==> config.mk <==
export PLATFORM = sky130hd
export DESIGN_NAME = simt_mem_sequencer
export DESIGN_NICKNAME = d
export VERILOG_FILES = /design/src/rtl/gpu_isa_pkg.sv /design/src/rtl/simt_lane_select.sv /design/src/rtl/simt_mem_sequencer.sv
export SDC_FILE = /design/constraint.sdc
export NUM_CORES = 1
export LEC_CHECK = 0
export CAP_MARGIN = 10
export CORE_UTILIZATION = 35
export DETAILED_ROUTE_END_ITERATION = 10
export PLACE_DENSITY_LB_ADDON = 0.2
export SYNTH_ARGS = -nofsm -noshare
export SYNTH_HDL_FRONTEND = slang
export SYNTH_SLANG_ARGS = --single-unit
==> constraint.sdc <==
create_clock -name clk -period 3.32 [get_ports clk]
set_input_delay 0.664 -clock clk [delete_from_list [all_inputs] [get_ports clk]]
set_output_delay 0.664 -clock clk [all_outputs]
set_load 0.05 [all_outputs]
==> src/rtl/gpu_isa_pkg.sv <==
// Shared ISA-level types for the tiny GPU core: memory sequencer state
// encoding and a lane-index width helper.
package gpu_isa_pkg;

  typedef enum logic [1:0] {
    IDLE,
    ISSUE,
    WAIT_R,
    RESP
  } mem_seq_state_t;

  // Width of a lane index; a single-lane warp still needs one bit.
  function automatic int unsigned lane_bits(input int unsigned n);
    return (n > 1) ? $clog2(n) : 1;
  endfunction

endpackage

==> src/rtl/simt_lane_select.sv <==
// Combinational lowest-set-bit finder over a warp exec mask.
module simt_lane_select
  import gpu_isa_pkg::*;
#(
  parameter int unsigned NUM_THREADS = 4,
  parameter int unsigned LANE_W      = lane_bits(NUM_THREADS)
) (
  input  logic [NUM_THREADS-1:0] mask,
  output logic [LANE_W-1:0]      lane,
  output logic                   any
);

  always_comb begin
    lane = '0;
    any  = 1'b0;
    for (int unsigned t = 0; t < NUM_THREADS; t++) begin
      if (mask[t] && !any) begin
        lane = LANE_W'(t);
        any  = 1'b1;
      end
    end
  end

endmodule

==> src/rtl/simt_mem_sequencer.sv <==
// Serializes a warp-wide LDR/STR onto one shared memory port, lanes in
// ascending order. Define SIMT_MEM_COALESCE_EN to merge same-address loads.
module simt_mem_sequencer
  import gpu_isa_pkg::*;
#(
  parameter int unsigned NUM_THREADS = 4,
  parameter int unsigned DATA_WIDTH  = 16
) (
  input  logic                                  clk,
  input  logic                                  rst_n,
  input  logic                                  req_valid,
  output logic                                  req_ready,
  input  logic                                  req_we,
  input  logic [NUM_THREADS-1:0]                req_mask,
  input  logic [NUM_THREADS-1:0][DATA_WIDTH-1:0] req_addr,
  input  logic [NUM_THREADS-1:0][DATA_WIDTH-1:0] req_wdata,
  output logic                                  resp_valid,
  output logic [NUM_THREADS-1:0][DATA_WIDTH-1:0] resp_rdata,
  output logic                                  busy,
  output logic                                  mem_valid,
  input  logic                                  mem_ready,
  output logic                                  mem_we,
  output logic [DATA_WIDTH-1:0]                 mem_addr,
  output logic [DATA_WIDTH-1:0]                 mem_wdata,
  input  logic                                  mem_rvalid,
  input  logic [DATA_WIDTH-1:0]                 mem_rdata
);

  localparam int unsigned LANE_W = lane_bits(NUM_THREADS);

  mem_seq_state_t                         state_q, state_d;
  logic                                   we_q, we_d;
  logic [NUM_THREADS-1:0]                 mask_q, mask_d;
  logic [NUM_THREADS-1:0][DATA_WIDTH-1:0] addr_q, addr_d;
  logic [NUM_THREADS-1:0][DATA_WIDTH-1:0] wdata_q, wdata_d;
  logic [NUM_THREADS-1:0][DATA_WIDTH-1:0] rdata_q, rdata_d;
  logic [LANE_W-1:0]                      lane_q, sel_lane;
  logic                                   sel_any;
  logic                                   mem_valid_q, mem_we_q, resp_valid_q;
  logic [DATA_WIDTH-1:0]                  mem_addr_q, mem_wdata_q;

  // Selector runs on the post-retire mask so the next lane is ready in one cycle.
  simt_lane_select #(
    .NUM_THREADS(NUM_THREADS),
    .LANE_W     (LANE_W)
  ) u_lane_select (
    .mask(mask_d),
    .lane(sel_lane),
    .any (sel_any)
  );

  always_comb begin
    state_d = state_q;
    we_d    = we_q;
    mask_d  = mask_q;
    addr_d  = addr_q;
    wdata_d = wdata_q;
    rdata_d = rdata_q;
    case (state_q)
      IDLE: begin
        if (req_valid) begin
          we_d    = req_we;
          mask_d  = req_mask;
          addr_d  = req_addr;
          wdata_d = req_wdata;
          rdata_d = '0;
          state_d = (req_mask == '0) ? RESP : ISSUE;
        end
      end
      ISSUE: begin
        if (mem_ready) begin
          if (we_q) begin
            mask_d[lane_q] = 1'b0;
            state_d        = (mask_d == '0) ? RESP : ISSUE;
          end else begin
            state_d = WAIT_R;
          end
        end
      end
      WAIT_R: begin
        if (mem_rvalid) begin
          rdata_d[lane_q] = mem_rdata;
          mask_d[lane_q]  = 1'b0;
`ifdef SIMT_MEM_COALESCE_EN
          for (int unsigned t = 0; t < NUM_THREADS; t++) begin
            if (mask_q[t] && (addr_q[t] == addr_q[lane_q])) begin
              rdata_d[t] = mem_rdata;
              mask_d[t]  = 1'b0;
            end
          end
`endif
          state_d = (mask_d == '0) ? RESP : ISSUE;
        end
      end
      RESP:    state_d = IDLE;
      default: state_d = IDLE;
    endcase
  end

  always_ff @(posedge clk) begin
    if (!rst_n) begin
      state_q      <= IDLE;
      we_q         <= 1'b0;
      mask_q       <= '0;
      addr_q       <= '0;
      wdata_q      <= '0;
      rdata_q      <= '0;
      lane_q       <= '0;
      mem_valid_q  <= 1'b0;
      mem_we_q     <= 1'b0;
      mem_addr_q   <= '0;
      mem_wdata_q  <= '0;
      resp_valid_q <= 1'b0;
    end else begin
      state_q      <= state_d;
      we_q         <= we_d;
      mask_q       <= mask_d;
      addr_q       <= addr_d;
      wdata_q      <= wdata_d;
      rdata_q      <= rdata_d;
      lane_q       <= sel_lane;
      mem_valid_q  <= (state_d == ISSUE) && sel_any;
      resp_valid_q <= (state_d == RESP);
      // Memory request fields are reloaded only when the next beat is an issue.
      if (state_d == ISSUE) begin
        mem_we_q    <= we_d;
        mem_addr_q  <= addr_d[sel_lane];
        mem_wdata_q <= wdata_d[sel_lane];
      end
    end
  end

  assign req_ready  = (state_q == IDLE);
  assign busy       = (state_q != IDLE);
  assign resp_valid = resp_valid_q;
  assign resp_rdata = rdata_q;
  assign mem_valid  = mem_valid_q;
  assign mem_we     = mem_we_q;
  assign mem_addr   = mem_addr_q;
  assign mem_wdata  = mem_wdata_q;

endmodule

---- After elaboration in Yosys (flattened, before gate mapping) ----
Index checks and enable logic that the tools add are counted.
word-level totals
  output and inout bits ................... 101
  word-level logic and storage cells ...... 84
  input bits .............................. 154
  register bits ........................... 236
operators by class
  equality and inequality tests ........... 7
  multiplexer cells ....................... 37
  bitwise logic cells ..................... 2
  magnitude comparators ................... 3
  reductions and logical operators ........ 14
operators by type and width
  cell                                                        count
  two-way mux 64 bit                                          6
  case mux 64 bit (2 select lines)                            1
  binary-select mux 16 bit (select 2 bit)                     2
  bitwise mux 64 bit                                          1
  two-way mux 16 bit                                          3
  demux 16 bit (select 2 bit)                                 1
  two-way mux 2 bit                                           8
  two-way mux 4 bit                                           4
  case mux 4 bit (3 select lines)                             1
  zero test 4 bit                                             2
  two-way mux 1 bit                                           8
  case mux 2 bit (4 select lines)                             1
  == test 2 bit, second input constant                        3
  less-than comparator 2 x 3 -> 1 bit, second input constant  2
  logical AND 1 bit                                           5
  bitwise AND 4 bit                                           1
  == test 2 x 1 -> 1 bit, second input constant               2
  != test 2 bit, second input constant                        2
  inverter 4 bit                                              1
  nonzero test 2 bit                                          2
  zero test 1 bit                                             3
  AND reduction 3 bit                                         1
  demux 1 bit (select 2 bit)                                  1
  >= comparator 2 x 1 -> 1 bit, second input constant         1
  zero test 2 bit                                             1

---- Longest topological paths before layout ----
  depth after elaboration ................. 21
  depth in mapped cells ................... 10
  gate-level depth less buffers ........... 7

---- Modules after synthesis ----
From an unflattened synthesis, not the netlist that was laid out.
second synthesis, totals
  cell total of the unflattened synthesis .. 1089
  area, all modules ....................... 10735.3 µm²
modules (own cells, without submodules)
  module              seq. area each (µm²)  area each (µm²)  cells an instance  instances
  simt_mem_sequencer  4724.5                10700.3          1082               1
  simt_lane_select    0.0                   35.0             7                  1

---- Worst setup path before layout ----
No wires, ideal clock.
  path kind ............................... register to register
  start ................................... register state_q[1]
  end ..................................... register mem_addr_q[15] (netlist: mem_addr[15])
  clock period less this slack ............ 2.377 ns
  buffers on the path ..................... 3
  slack ................................... 0.943 ns
  data required time ...................... 3.242 ns
  arrival time ............................ 2.299 ns
  library setup time ...................... 0.078 ns
  stages on the path, launching flop included .. 10
  cell sequence ........................... dfxtp_1 -> buf_2 -> nor2_4 -> inv_1 -> o211a_1 -> buf_2 -> a31o_2 -> buf_2 -> and3_1 -> nor3_1
between the ends
  cells in the longest elaborated chain, start to end .. 14
  elaborated cells between the ends (all ways) .. 25
  those cells by class .................... eq/ne (4); mux (14); reduce/logical (7)
ends and longest elaborated chain
  item                                      RTL line                   RTL
  start: declaration                        simt_mem_sequencer.sv:31   mem_seq_state_t state_q, state_d;
  start signal: assignment                  simt_mem_sequencer.sv:115  state_q <= state_d;
  zero test 2 bit *                         n/a
  net req_ready                             simt_mem_sequencer.sv:12   output logic req_ready,
  case mux 4 bit (3 select lines)           simt_mem_sequencer.sv:59   case (state_q)
  two-way mux 1 bit                         simt_lane_select.sv:17     if (mask[t] && !any) begin
  zero test 1 bit                           simt_lane_select.sv:17
  logical AND 1 bit                         simt_lane_select.sv:17
  two-way mux 1 bit                         simt_lane_select.sv:17
  zero test 1 bit                           simt_lane_select.sv:17
  logical AND 1 bit                         simt_lane_select.sv:17
  two-way mux 1 bit                         simt_lane_select.sv:17
  zero test 1 bit                           simt_lane_select.sv:17
  logical AND 1 bit                         simt_lane_select.sv:17
  two-way mux 2 bit                         simt_lane_select.sv:17
  binary-select mux 16 bit (select 2 bit)   simt_mem_sequencer.sv:127  mem_addr_q <= addr_d[sel_lane];
  two-way mux 16 bit (not written as such)  simt_mem_sequencer.sv:127
  end signal: assignment                    simt_mem_sequencer.sv:127
  end: declaration                          simt_mem_sequencer.sv:40   logic [DATA_WIDTH-1:0] mem_addr_q, mem_wdata_q;
The timed path passes the listed nets; every way through them passes the cells marked *. The select of a mux whose other input is x is not followed.
A chain may end at the register's enable or synchronous reset.

---- Worst setup path in the final report ----
  start ................................... register state_q[1]
  end ..................................... output busy
between the ends
  cells in the longest elaborated chain, start to end .. 1
ends and longest elaborated chain
  item                RTL line                   RTL
  nonzero test 2 bit  simt_mem_sequencer.sv:134  assign busy = (state_q != IDLE);
  end: declaration    simt_mem_sequencer.sv:19   output logic busy,
Every way passes these cells.

==> flow_summary.rst <==
.. list-table::
   :header-rows: 1

   * - Metric
     - Value
   * - Number of clock buffers inserted by TritonCTS
     - 27
   * - Pin count of the biggest net entering global routing
     - 74
   * - Pwr/cell area
     - 578.0 mW/mm^2
   * - Wire length of the first global-routing pass
     - 45820 um
   * - Number of port buffers
     - 254
   * - Drt wl/cell
     - 17.52 um
   * - CP startpoint kind
     - flop
   * - Pre-antenna DRT Iters
     - 5
   * - Number of vias after detailed routing
     - 8364
   * - Sw Share
     - 0.3050
   * - Part of the power in the clock network
     - 0.354
   * - End of the worst hold path
     - addr_q[30]
   * - Initial core utilization
     - 0.3580
   * - Max-slew violations
     - 0
   * - Capture instance of the worst register-to-register path
     - mem_addr[1]
   * - Syn. warnings
     - 0
   * - Leakage power
     - 4.953 nW
   * - Worst-case clock skew
     - 0.01994 ns
   * - Count of routing violations after the opening detailed-route iteration
     - 579
   * - Main combinational cell family by area after synthesis
     - simple AND/OR/NAND/NOR gates
   * - Worst max-slew margin expressed relative to the limit
     - 0.5594
   * - Worst hold-check path type
     - flop to flop
   * - Insertion delay to the later sink of the worst-skew pair
     - 0.54 ns
   * - Total setup violations reported at the end of the flow
     - 0
   * - Share of synthesized registers carrying an async set or reset
     - 0
   * - Vias per cell
     - 4.958
   * - Sequential share of the synthesized area
     - 0.4724
   * - Total number of H-tree levels
     - 1
   * - Run status
     - completed
   * - Endpoints failing hold
     - 0
   * - Critical path arrival
     - 2.50 ns
   * - Highest attainable clock frequency
     - 315.8 MHz
   * - Final period demand of the worst path
     - 3.166 ns
   * - Area of the die
     - 0.02925 mm^2
   * - Internal power
     - 0.005527 W
   * - Post-Syn Nets
     - 1217
   * - Layout overhead on the synthesized area
     - 37.57%
   * - Worst-Margin Slew
     - 0.6600 ns
   * - Grt total ovfl
     - 0
   * - FF+latch count, synth
     - 236
   * - Post-Synth Adder-Cell Area
     - 0
   * - Resized Gates After CTS
     - 0
   * - CTS tree
     - done
   * - Total routing usage reported by global routing
     - 0.1985
   * - WP data required
     - 2.66 ns
   * - Type of the worst setup path
     - flop to primary output
   * - Reg power frac
     - 0.399
   * - Number of cells on the worst reg-to-reg path
     - 7
   * - Clock buffer depth
     - 3
   * - Number of I/O pins
     - 255
   * - Worst setup slack after placement
     - 0.3353 ns
   * - Total routed wirelength
     - 29550 um
   * - Finished Cell Area
     - 0.01376 mm^2
   * - Fin nets
     - 1441
   * - Placed Cells incl. Taps
     - 1636
   * - Launch point of the worst reg-to-reg path
     - state_q[1]
   * - Worst hold path startpoint
     - addr_q[30]
   * - Total chip power
     - 0.007952 W
   * - Critical path fanouts, max
     - 16
   * - Share of the clock period used by the worst path
     - 0.9537
   * - Sink Count
     - 236
   * - Worst setup startpoint
     - state_q[1]
   * - Standard-cell rows
     - 61
   * - Standard cell area after detailed placement
     - 0.01292 mm^2
   * - Aggregate negative setup slack
     - 0 ns
   * - Proportion of synthesized area in mux cells
     - 0.1022
   * - Synthesized-area fraction occupied by and/or/nand/nor cells
     - 0.2087
   * - Final worst-path setup slack
     - 0.1536 ns
   * - Average size of a mapped cell
     - 9.408 um^2
   * - Endpoint type of the worst setup path
     - primary output
   * - Number of nets with antenna violations after detailed routing
     - 0
   * - Most common cell after layout, fill and taps aside
     - clkdlybuf4s50_1
   * - Hold_buf cts
     - 0
   * - Most used flip-flop cell after synthesis
     - dfxtp_1
   * - Total setup buffers inserted after CTS
     - 0
   * - Total standard cell area after synthesis
     - 0.01000 mm^2
   * - HPWL Detailed
     - 19470 um
   * - Count of unique library cells instantiated by Yosys
     - 54
   * - Die Wd
     - 171.0 um
   * - Max-capacitance violation count
     - 0
   * - Peak VDD IR
     - 0.0003414 V
   * - Area share of xor/xnor cells in the synthesized design
     - 0
   * - Highest-count cells in the layout ignoring fill and taps
     - clkdlybuf4s50_1, dfxtp_1, nor2b_1, mux2i_1, nand2_1
   * - Clock tree root driver cell
     - clkbuf_16
   * - Post-layout instance count excluding filler cells
     - 1687
   * - Clock Pin Slew Worst Setup and Hold Paths
     - 0.06 ns
   * - Combinational power share
     - 0.246
   * - Remaining design rule violation count
     - 0
   * - Reg-to-reg slack, setup
     - 0.83 ns
   * - Proportion of layout cells with a drive suffix above 1
     - 0.07356
   * - Die height
     - 171.0 um
   * - Initial antenna violation count
     - 4
   * - Post-synth EDFFs
     - 0
   * - Area inside the core boundary
     - 0.02793 mm^2
   * - Global placer's final weighted congestion
     - 0.8073
   * - Syn Inst Count
     - 1063
   * - Setup repair after global routing missed its margin
     - no
   * - Net Switching
     - 0.002425 W
   * - Synth Area in Compound Gates
     - 0.1763
   * - Via count of the first global-routing pass
     - 8172
   * - Worst hold stages
     - 2
## kinds of logic after synthesis
group / Yosys count
multiplexers: 102
flip-flops: 236
buffers and inverters: 87
AND/OR/NAND/NOR: 387
AO/OA/AOI/OAI: 251
## metrics by stage
step,util,hold slack [ns]
after floorplan,-,0.4436
after global placement,0.4624,0.4537
after detailed placement,0.4624,0.4667
after CTS,0.4922,0.4743
after global routing,0.4923,0.4962
final,0.4925,0.4682
## layer usage
| metal | vias to the layer above | share of wire | global-route usage |
|---|---|---|---|
| li1 | 4151 | - | - |
| met2 | 241 | 0.45 | 0.3141 |
| met5 | - | 0 | 0 |
| met3 | 41 | 0.072 | 0.04811 |
| met1 | 3931 | 0.46 | 0.2674 |
| met4 | 0 | 0.021 | 0.05590 |
## layout make-up
| cell class | count | area (um^2) |
|---|---|---|
| Inverter | 2 | 7.507 |
| Fill cell | 2636 | 14180 |
| Timing Repair Buffer | 280 | 2810 |
| Clock inverter | 7 | 67.56 |
| Antenna cell | 4 | 10.01 |
| Clock buffer | 40 | 764.5 |
| Sequential cell | 236 | 4725 |
| Tap cell | 378 | 473.0 |
| Multi-Input combinational cell | 740 | 4901 |
## cell usage after synthesis, types with 3 or more instances
master,instances,share of area
o21a_1,29,0.022
clkbuf_1,52,0.020
a31oi_1,32,0.020
nor2b_1,165,0.10
a21bo_2,13,0.013
o21ai_0,58,0.029
nor3_1,37,0.019
a21bo_1,5,0.0050
buf_4,3,0.0023
a22oi_1,64,0.048
nand4b_1,4,0.0035
o21ai_1,6,0.0030
buf_2,23,0.012
nand2_1,101,0.038
a21boi_0,17,0.013
buf_6,5,0.0056
mux2i_1,101,0.10
nand2b_1,6,0.0038
nand4_1,3,0.0019
dfxtp_1,236,0.47
and3_1,4,0.0025
and2_1,21,0.013
a21o_1,4,0.0030
nor2_1,33,0.012
## state kept, by name (all words and copies together) (netlist names)
| name | flops |
|---|---|
| resp_rdata | 64 |
| state_q | 2 |
| resp_valid | 1 |
| mem_we | 1 |
| mask_q | 4 |
| wdata_q | 64 |
| mem_addr | 16 |
| lane_q | 2 |
| addr_q | 64 |
| mem_valid | 1 |
| we_q | 1 |
| mem_wdata | 16 |
## worst max-delay path: stages, from the launching register on
cell             delay [ns]
dfxtp_1                0.73
nor2_4                 0.14
inv_1                  0.25
clkdlybuf4s50_1        0.85
## power by group through the flow
stage | logic, W | clock network (W) | registers [W]
6_report | 0.00196 | 0.00282 | 0.00318
5_1_grt | 0.00211 | 0.00302 | 0.00320
4_1_cts | 0.00198 | 0.00288 | 0.00318
3_5_place_dp | 0.00197 | 0 | 0.00323
3_3_place_gp | 0.00196 | 0 | 0.00323
2_1_floorplan | 0.000976 | 0 | 0.00350
## worst max-delay path by stage
stage	to	slack, ns	cells past startpoint
2_1_floorplan	mem_addr[15]	0.94	9
3_3_place_gp	mem_wdata[14]	0.40	8
3_5_place_dp	mem_wdata[15]	0.34	9
4_1_cts	busy	0.17	3
5_1_grt	busy	0.04	3
6_report	busy	0.15	3
No activity file was read; power rests on OpenSTA's default activity.
